===== config.mk =====
export PLATFORM = sky130hd
export DESIGN_NAME = flex_buffer
export DESIGN_NICKNAME = d
export VERILOG_FILES = /design/src/rtl/flex_buffer.sv
export SDC_FILE = /design/constraint.sdc
export NUM_CORES = 1
export LEC_CHECK = 0
export ABC_AREA = 1
export CAP_MARGIN = 20
export CORE_UTILIZATION = 39
export DETAILED_ROUTE_END_ITERATION = 10
export PLACE_DENSITY = 0.54
export SLEW_MARGIN = 20
export SYNTH_ARGS = -nofsm -noshare
export SYNTH_HDL_FRONTEND = slang
export SYNTH_SLANG_ARGS = --single-unit
export TNS_END_PERCENT = 50

===== constraint.sdc =====
create_clock -name CLK -period 3.8 [get_ports CLK]
set_clock_uncertainty 0.15 [all_clocks]
set_input_delay 0.38 -clock CLK [delete_from_list [all_inputs] [get_ports CLK]]
set_output_delay 0.38 -clock CLK [all_outputs]
set_load 0.02 [all_outputs]

===== src/rtl/flex_buffer.sv =====
// Synchronous FIFO with occupancy count, almost-full/almost-empty thresholds,
// sticky overflow/underflow flags and an optional first-word-fall-through read port.
module flex_buffer #(
  parameter int unsigned WIDTH     = 32,
  parameter int unsigned DEPTH     = 16,
  parameter int unsigned FWFT      = 0,
  parameter int unsigned AF_THRESH = DEPTH - 2,
  parameter int unsigned AE_THRESH = 1
) (
  input  logic                     CLK,
  input  logic                     RST,
  input  logic                     write_en,
  input  logic                     read_en,
  input  logic                     clear,
  input  logic [WIDTH-1:0]         din,
  output logic [WIDTH-1:0]         dout,
  output logic [$clog2(DEPTH):0]   count,
  output logic                     full,
  output logic                     empty,
  output logic                     almost_full,
  output logic                     almost_empty,
  output logic                     overflow,
  output logic                     underflow
);

  localparam int unsigned AW = $clog2(DEPTH);
  localparam int unsigned CW = AW + 1;

  localparam logic [AW-1:0] PtrOne = AW'(1);
  localparam logic [CW-1:0] CntOne = CW'(1);
  localparam logic [CW-1:0] CntMax = CW'(DEPTH);
  localparam logic [CW-1:0] AfThr  = CW'(AF_THRESH);
  localparam logic [CW-1:0] AeThr  = CW'(AE_THRESH);

  logic [WIDTH-1:0] mem [DEPTH];

  logic [AW-1:0]    wptr_q, wptr_d;
  logic [AW-1:0]    rptr_q, rptr_d;
  logic [CW-1:0]    count_q, count_d;
  logic [WIDTH-1:0] dout_q, dout_d;
  logic             overflow_q, overflow_d;
  logic             underflow_q, underflow_d;
  logic             rd_ok, wr_ok, mem_we;
  logic [WIDTH-1:0] head;

  assign full         = (count_q == CntMax);
  assign empty        = (count_q == '0);
  assign almost_full  = (count_q >= AfThr);
  assign almost_empty = (count_q <= AeThr);
  assign count        = count_q;
  assign overflow     = overflow_q;
  assign underflow    = underflow_q;

  assign head = mem[rptr_q];
  assign dout = (FWFT != 0) ? (empty ? '0 : head) : dout_q;

  // A full buffer still takes a write when a pop frees a slot in the same cycle.
  assign rd_ok = read_en && !empty;
  assign wr_ok = write_en && (!full || rd_ok);

  always_comb begin
    wptr_d      = wptr_q;
    rptr_d      = rptr_q;
    count_d     = count_q;
    dout_d      = dout_q;
    overflow_d  = overflow_q;
    underflow_d = underflow_q;
    mem_we      = 1'b0;
    if (clear) begin
      wptr_d      = '0;
      rptr_d      = '0;
      count_d     = '0;
      dout_d      = '0;
      overflow_d  = 1'b0;
      underflow_d = 1'b0;
    end else begin
      if (wr_ok) begin
        mem_we = 1'b1;
        wptr_d = wptr_q + PtrOne;
      end
      if (rd_ok) begin
        rptr_d = rptr_q + PtrOne;
        dout_d = head;
      end
      if (wr_ok && !rd_ok) count_d = count_q + CntOne;
      if (rd_ok && !wr_ok) count_d = count_q - CntOne;
      if (write_en && !wr_ok) overflow_d = 1'b1;
      if (read_en && !rd_ok) underflow_d = 1'b1;
    end
  end

  always_ff @(posedge CLK) begin
    if (RST) begin
      wptr_q      <= '0;
      rptr_q      <= '0;
      count_q     <= '0;
      dout_q      <= '0;
      overflow_q  <= 1'b0;
      underflow_q <= 1'b0;
    end else begin
      wptr_q      <= wptr_d;
      rptr_q      <= rptr_d;
      count_q     <= count_d;
      dout_q      <= dout_d;
      overflow_q  <= overflow_d;
      underflow_q <= underflow_d;
    end
  end

  // Storage is deliberately left out of reset and clear.
  always_ff @(posedge CLK) begin
    if (!RST && mem_we) mem[wptr_q] <= din;
  end

endmodule


; ---- Word-level counts from Yosys, hierarchy flattened
; Memory sizes are Yosys's and may differ from the RTL's. A register that Yosys moved wholly into a read port is not among the register bits.
; Cells that the tools add are included.
[totals]
mem_count = 1
out_inout_bits = 43
ram_bits = 512
inputBits = 37
ff_bits = 15
[memory_table]
columns = name, words, width, rd, rd_clocked_by_memory_dff, wr, line_no
row1 = mem, 16, 32, 1, 1, 1, 35  ; logic [WIDTH-1:0] mem [DEPTH];
[classes]
n_addsub = 4
n_mux = 6
reduce_logical = 16
magnitude_cmp = 2
n_eq_ne = 1
[op_table]
columns = operator, n
row1 = $mux 5, 2
row2 = $add 4x1->4 const B, 2
row3 = $logic_and 1x1->1, 7
row4 = $add 5x1->5 const B, 1
row5 = $eq 5x5->1 const B, 1
row6 = $ge 5x4->1 const B, 1
row7 = $le 5x1->1 const B, 1
row8 = $logic_not 1->1, 5
row9 = $logic_not 5->1, 1
row10 = $sub 5x1->5 const B, 1
row11 = $mux 1, 4
row12 = $reduce_bool 2->1, 1
row13 = $reduce_or 2->1, 1
row14 = $logic_or 1x1->1, 1

; ---- Longest topological paths before layout
; Gate-level depths: netlist of run 1.
[depth]
word_depth = 10
depth_mapped = 12
ltp_nobuf = 10

; ---- Worst setup path after synthesis of run 1
; No wires, ideal clock.
[synth_path]
path_type = flip-flop to flip-flop
startpoint = register count_q[0] (netlist: count[0])
endpoint = memory mem[5][0] (enable)
path_stages_with_launch = 8
t_arrival_ns = 3.576
required_time_ns = 3.189
path_slack_ns = -0.387
setup_time_ns = 0.461
n_path_buf = 0
cell_sequence = dfxtp_1 inv_1 ha_1 nand4_1 nand2_2 nor2_1 inv_1 nor3_1
[synth_between]
elab_chain_cells = 10
word_cells_on_any_way = 12
classes_between = 1 x eq/ne / 4 x mux / 7 x reduce/logical
[synth_lines]
columns = item, line_no
row1 = from (decl), 39  ; logic [CW-1:0] count_q, count_d;
row2 = from (signal assigned), 103  ; count_q <= count_d;
row3 = $logic_not 5->1, 47  ; assign empty = (count_q == '0);
row4 = $logic_not 1->1, 58  ; assign rd_ok = read_en && !empty;
row5 = $logic_and 1x1->1, 58
row6 = $logic_or 1x1->1 (*), 59  ; assign wr_ok = write_en && (!full || rd_ok);
row7 = $logic_and 1x1->1 (*), 59
row8 = $mux 1 (*), 77  ; if (wr_ok) begin
row9 = $mux 1 (*), 69  ; if (clear) begin
row10 = $logic_and 1x1->1 (*), 112  ; if (!RST && mem_we) mem[wptr_q] <= din;
row11 = $mux 1 (*), 112
row12 = $mux 1 (implied by the code) (*), 112
row13 = to (decl), 35
; Every way passes the cells marked *; elsewhere a longest branch is shown, timed or not.

; ---- Worst setup path after layout of run 1
[layout_path]
startpoint = register count_q[0] (netlist: count[0])
endpoint = memory mem[2][10] (enable)
; Same word-level chain as after synthesis.

==> run metrics, run 1 <==
Num CTS Buffers=58; initial core utilization=39.55%; post-synth top area cell=edfxtp_1; sw frac=a little under a quarter; yosys warns=0; clk_lat worst skew=~630 ps; worst-path cell chain=inv_1 > ha_1 > nand4_1 > nand2_2 > nor2_1 > nand2_1 > nor2_4 > buf_12; Area contributors post-synth=edfxtp_1, nand2_1, nand3_1; maximum vdd drop=0.0003350 V; NumNets Final=2434; Fin Hold WS=342.0 ps; GPL Wtd Cong=0.7813; CP Max Fanout=21; P_sw=3007 uW; Cells after Synth=2323; via/cell ratio=between 4 and 5; DRT Wirelength=a little under 60000 um; post-cts hold buffer count=0; clock slew at reported path FFs=about 60 ps; Post-Synth Adder-Cell Area=0.5231%; slowest CP cell=nor2_4; transition time of the tightest slew-check pin=approximately 1000 ps; WP data arrival=about 3000 ps; final setup violation count=0; Yosys top cell area share=64.28%; Synth cell types=31; post-synthesis mux area share=0%; DRC=0; First-pass DRT Iterations=5; Critical path buffers and inverters=2; crit path kind=reg -> reg; final hold vios=0; CTS tree=yes; commonest cells after routing, fill and taps aside=nand2_1, edfxtp_1, nand3_1, inv_1, nor2_1; via count=~16000; clk root buf=clkbuf_16; crit-path leading delay family=simple AND/OR/NAND/NOR gates; RSZ-0062 raised after global routing=no; CP Launch Type=flip-flop; area delta synth->final=14.95%; layout cells sized above 1=7.635%; Sequential Power Share=51.4%; GRT overflow=0; commonest non-fill, non-tap cell in the layout=nand2_1; CTS max path bufs=3; cts repair resizes=0; pin count of the biggest net entering global routing=94; die width=roughly 250 um; Synth Area in Compound Gates=0.4028%; Non-Filler Instances=3218; H-Tree Level Count=2; postcts setup bufs=0; PortBufs=79; crit path capture type=flip-flop; Synth Cell Area=23920 um^2; row count=90; placed cells=approximately 3100; status=finished clean; #FFs+latches synth=roughly 560; DR WL/cell=18.37 um; die height=roughly 250 um; Final min period=about 2900 ps; Num Clock Sinks=roughly 560; mean area per synthesized cell=~10 um^2; slowest stage delay, CP=~460 ps; Clk network pwr share=41.9%; antenna violations before repair=0; Slew headroom=30.40%; post-DP HPWL=31460 um; DIE AREA=62320 um^2; Post-Synth Simple-Gate Area=22.91%; ANT nets after route=0; DR iter-0 viols=1141; GRT Util Overall=19.20%; area of the core=just over 60000 um^2; CP required=3940 ps; vias in the first global route=about 15000; Comb pwr share=6.7%; syn nets=roughly 2400; Worst Hold Class=reg -> reg; sequential share of the synthesized area=about two thirds; first-pass GRT wire length=91340 um; Max Cap Viol=0; period utilization=76.02%; largest family of logic cells by synthesized area=simple AND/OR/NAND/NOR gates; # diodes=0; Final Core Density=45.46%; PD cells=480.6 nW/um^2; XOR/XNOR Fraction of Synth Area=less than 1%; FMAX=between 300 and 400 MHz; IO Pins=80; Pint=10210 uW; Pleak=0.01118 uW; Slew Viols, Final=0
## final cells by class
type | instances | area [um^2]
inverters | 314 | 1187
multi-input cells | 1330 | 5871
clock inverters | 27 | 237.7
clock buffers | 82 | 1614
repair buffers | 124 | 1279
well taps | 782 | 978.4
fillers | 5553 | 32980
flip-flops and latches | 559 | 16330
## synthesized netlist by cell type (all sizes together)
cell type    n
xor2         7
inv        314
a21oi        7
ha          10
buf         93
nor2        89
edfxtp     512
nand4        1
dfxtp       47
a31oi        1
nor3b        1
nand2      828
nor3         8
o211ai       1
nand3      366
o21ai        8
clkbuf      27
nor4         1
o21a         1
xnor2        1
## path summary, 6_finish.rpt
| check | start | to | slack, ps | cells after the start |
|---|---|---|---|---|
| setup / recovery | count[0] | mem[2][10] | 910 | 8 |
| hold / removal | overflow | overflow | 340 | 2 |
| setup reg to reg | count[0] | mem[2][10] | 910 | 8 |
| hold reg to reg | overflow | overflow | 340 | 2 |
## worst reg2reg max path: stages (launching register included)
cell,delay [ps]
dfxtp_1,400
inv_1,150
ha_1,290
nand4_1,120
nand2_2,120
nor2_1,250
nand2_1,310
nor2_4,460
buf_12,290
## sequential cells by signal (all words and copies together), names as in the netlist
name,flops
dout,32
overflow,1
mem,512
count,5
rptr_q,4
wptr_q,4
underflow,1
## layer usage
layer,up-vias,GRT usage (%),share of wire (%)
met5,-,0,0
met4,0,5.379,2.2
met3,91,2.847,4.2
met2,321,32.47,49
met1,7648,25.64,45
li1,7673,-,-
## power groups by stage
| stage | clock network [uW] | logic [uW] | registers [uW] |
|---|---|---|---|
| floorplan | 0 | 545 | 6930 |
| global placement | 0 | 895 | 6920 |
| detailed placement | 0 | 900 | 6920 |
| CTS | 5650 | 904 | 6790 |
| global route | 5900 | 995 | 6790 |
| finish | 5540 | 890 | 6790 |
## through the flow
step,worst slack [ps],TNS (ps),instance area (um^2),power (uW)
after floorplan,-387.0,-91170,23920,7477
after global placement,689.7,0,25640,7812
after detailed placement,691.7,0,25640,7819
after CTS,883.1,0,27490,13340
after global routing,723.4,0,27490,13690
final,911.3,0,27490,13210
## cell families after synthesis
family,Yosys count
compound gates,18
xor+xnor,8
fa+ha+maj,10
buf+inv,434
flops,559
simple gates,1294
No activity file was read; power rests on OpenSTA's default activity.
==> run 2: changes to the inputs <==
- clock period: 3.8 -> 2.6 ns (I/O delays scaled with it)
==> run 2 against run 1 <==
Compared with the run above: register-to-register slack lost 780 ps; first-iteration DRC count increased by 21%; sequential cell count unchanged; power grew 49%; critical endpoint is now mem[10][26]; largest cell class unchanged.
==> run metrics, run 2 (same netlist as run 1, synthesis figures left out) <==
NumNets Final=2460; ANT nets after route=0; IO Pins=80; die width=~250 um; Top reg by flops=mem; layout cells sized above 1=8.729%; first-pass GRT wire length=94220 um; Comb pwr share=7.1%; P_sw=4456 uW; DIE AREA=about 62000 um^2; Critical path buffers and inverters=2; commonest cells after routing, fill and taps aside=nand2_1, edfxtp_1, nand3_1, inv_1, nor2_1; Pleak=around 0.011 uW; area delta synth->final=17.42%; final worst setup slack=127.3 ps; PortBufs=79; CTS tree=yes; via count=15960; Pint=15270 uW; FMAX=around 400 MHz; CP required=between 2000 and 3000 ps; via/cell ratio=4.920; CP Launch Type=flip-flop; post-DP HPWL=35950 um; Slew Viols, Final=0; Hold Path Sink=overflow; Num CTS Buffers=60; CP Max Fanout=12; final hold vios=0; Placement Setup Slack=-156.7 ps; transition time of the tightest slew-check pin=744.2 ps; Worst Hold Class=in -> reg; Largest register FFs=512; Max Cap Viol=0; crit-path leading delay family=simple AND/OR/NAND/NOR gates; slowest CP cell=dfxtp_4; Sequential Power Share=50.3%; initial core utilization=39.55%; GRT overflow=0; GPL Wtd Cong=just over 0.8; crit path capture type=flip-flop; Design Power=about 20000 uW; H-Tree Level Count=2; reg2reg setup slack=130 ps; antenna violations before repair=0; placement-stage cell area=26140 um^2; DRC=0; row count=90; pin count of the biggest net entering global routing=131; Clk network pwr share=42.7%; crit path kind=reg -> reg; PD cells=702.5 nW/um^2; final instance area=28080 um^2; DRT Wirelength=61590 um; FF-to-FF End=mem[10][26]; final setup violation count=0; R2R cell count=8; clock slew at reported path FFs=60 ps; Num Clock Sinks=approximately 560; GRT Util Overall=19.79%; commonest non-fill, non-tap cell in the layout=nand2_1; Final min period=2473 ps; clk_lat worst skew=630 ps; depth of the worst hold-timing path=3; period utilization=between 90% and 100%; worst-path cell chain=inv_1 > ha_2 > nand4_1 > nand2_2 > nor2_2 > nand2_1 > nor2_4 > buf_4; DR WL/cell=18.98 um; WP data arrival=2620 ps; Slew headroom=50.23%; die height=249.6 um; vias in the first global route=approximately 15000; First-pass DRT Iterations=7; area of the core=60470 um^2; RSZ-0062 raised after global routing=no; hold path start=write_en; DR iter-0 viols=1380; status=finished clean; slowest stage delay, CP=370 ps; maximum vdd drop=0.0004679 V; # diodes=0; sw frac=22.59%; clk root buf=clkbuf_16; Critical R2R Launch=count[1]; CTS max path bufs=3
-- run 2: changes by cell type in the layout (fill, tap and decap cells not counted), moves of 4 or more --
| cell | previous run | this run |
|---|---|---|
| nor3_4 | 0 | 8 |
| buf_12 | 12 | 33 |
| clkbuf_8 | 4 | 0 |
| clkinv_1 | 8 | 12 |
| nor3_2 | 8 | 0 |
-- run 2: layout make-up --
class / count / area [um^2]
fill: 5482 / 32390
sequential: 559 / 16330
multi-input combinational: 1330 / 5928
timing repair buffer: 148 / 1718
clock buffer: 79 / 1615
inverter: 314 / 1189
tap: 782 / 978.4
clock inverter: 33 / 322.8
-- run 2: tightest hold or removal path, delay by kind of cell --
kind | cells | cell delay (ps)
compound gates | 1 | 100
simple gates | 1 | 70
buf+inv | 1 | 520
-- run 2: worst max path at each step --
stage	cells after the start	startpoint	to
finish	8	count[1]	mem[10][26]
global route	8	count[1]	mem[10][27]
CTS	8	count[1]	mem[12][31]
detailed placement	8	read_en	mem[12][2]
global placement	8	read_en	mem[12][8]
floorplan	7	count[0]	mem[0][0]
-- run 2: power groups by stage --
stage	Clock [uW]	Sequential, uW	Combinational, uW
4_1_cts	8600	9910	1420
6_report	8420	9910	1400
3_3_place_gp	0	10100	1410
2_1_floorplan	0	10100	802
5_1_grt	8950	9920	1550
3_5_place_dp	0	10100	1420
-- run 2: what timing repair did --
item / in CTS / in global routing
buffers inserted: 0 / 0
gates resized for setup: 4 / 1
hold endpoints to repair: 0 / 0
pin swaps: 0 / 0
setup endpoints to repair: 3 / 15
hold buffers: 0 / 0
-- run 2: per-layer routing --
layer  GRT usage, %  part of all wire (%)
met1          27.50                    45
met2          32.83                    48
met3          2.983                   5.0
met4          4.092                   1.4
met5              0                     0
-- run 2: per-stage QoR --
| step | TNS, ps | utilization, % | std cells | hold slack [ps] |
|---|---|---|---|---|
| global placement | -37730 | 43.23 | 3133 | 308.9 |
| floorplan | -14660 | - | 2323 | 208.9 |
| finish | 0 | 46.44 | 3245 | 220.7 |
| detailed placement | -24860 | 43.23 | 3133 | 314.6 |
| CTS | 0 | 46.43 | 3245 | 186.0 |
| global route | 0 | 46.44 | 3245 | 248.5 |
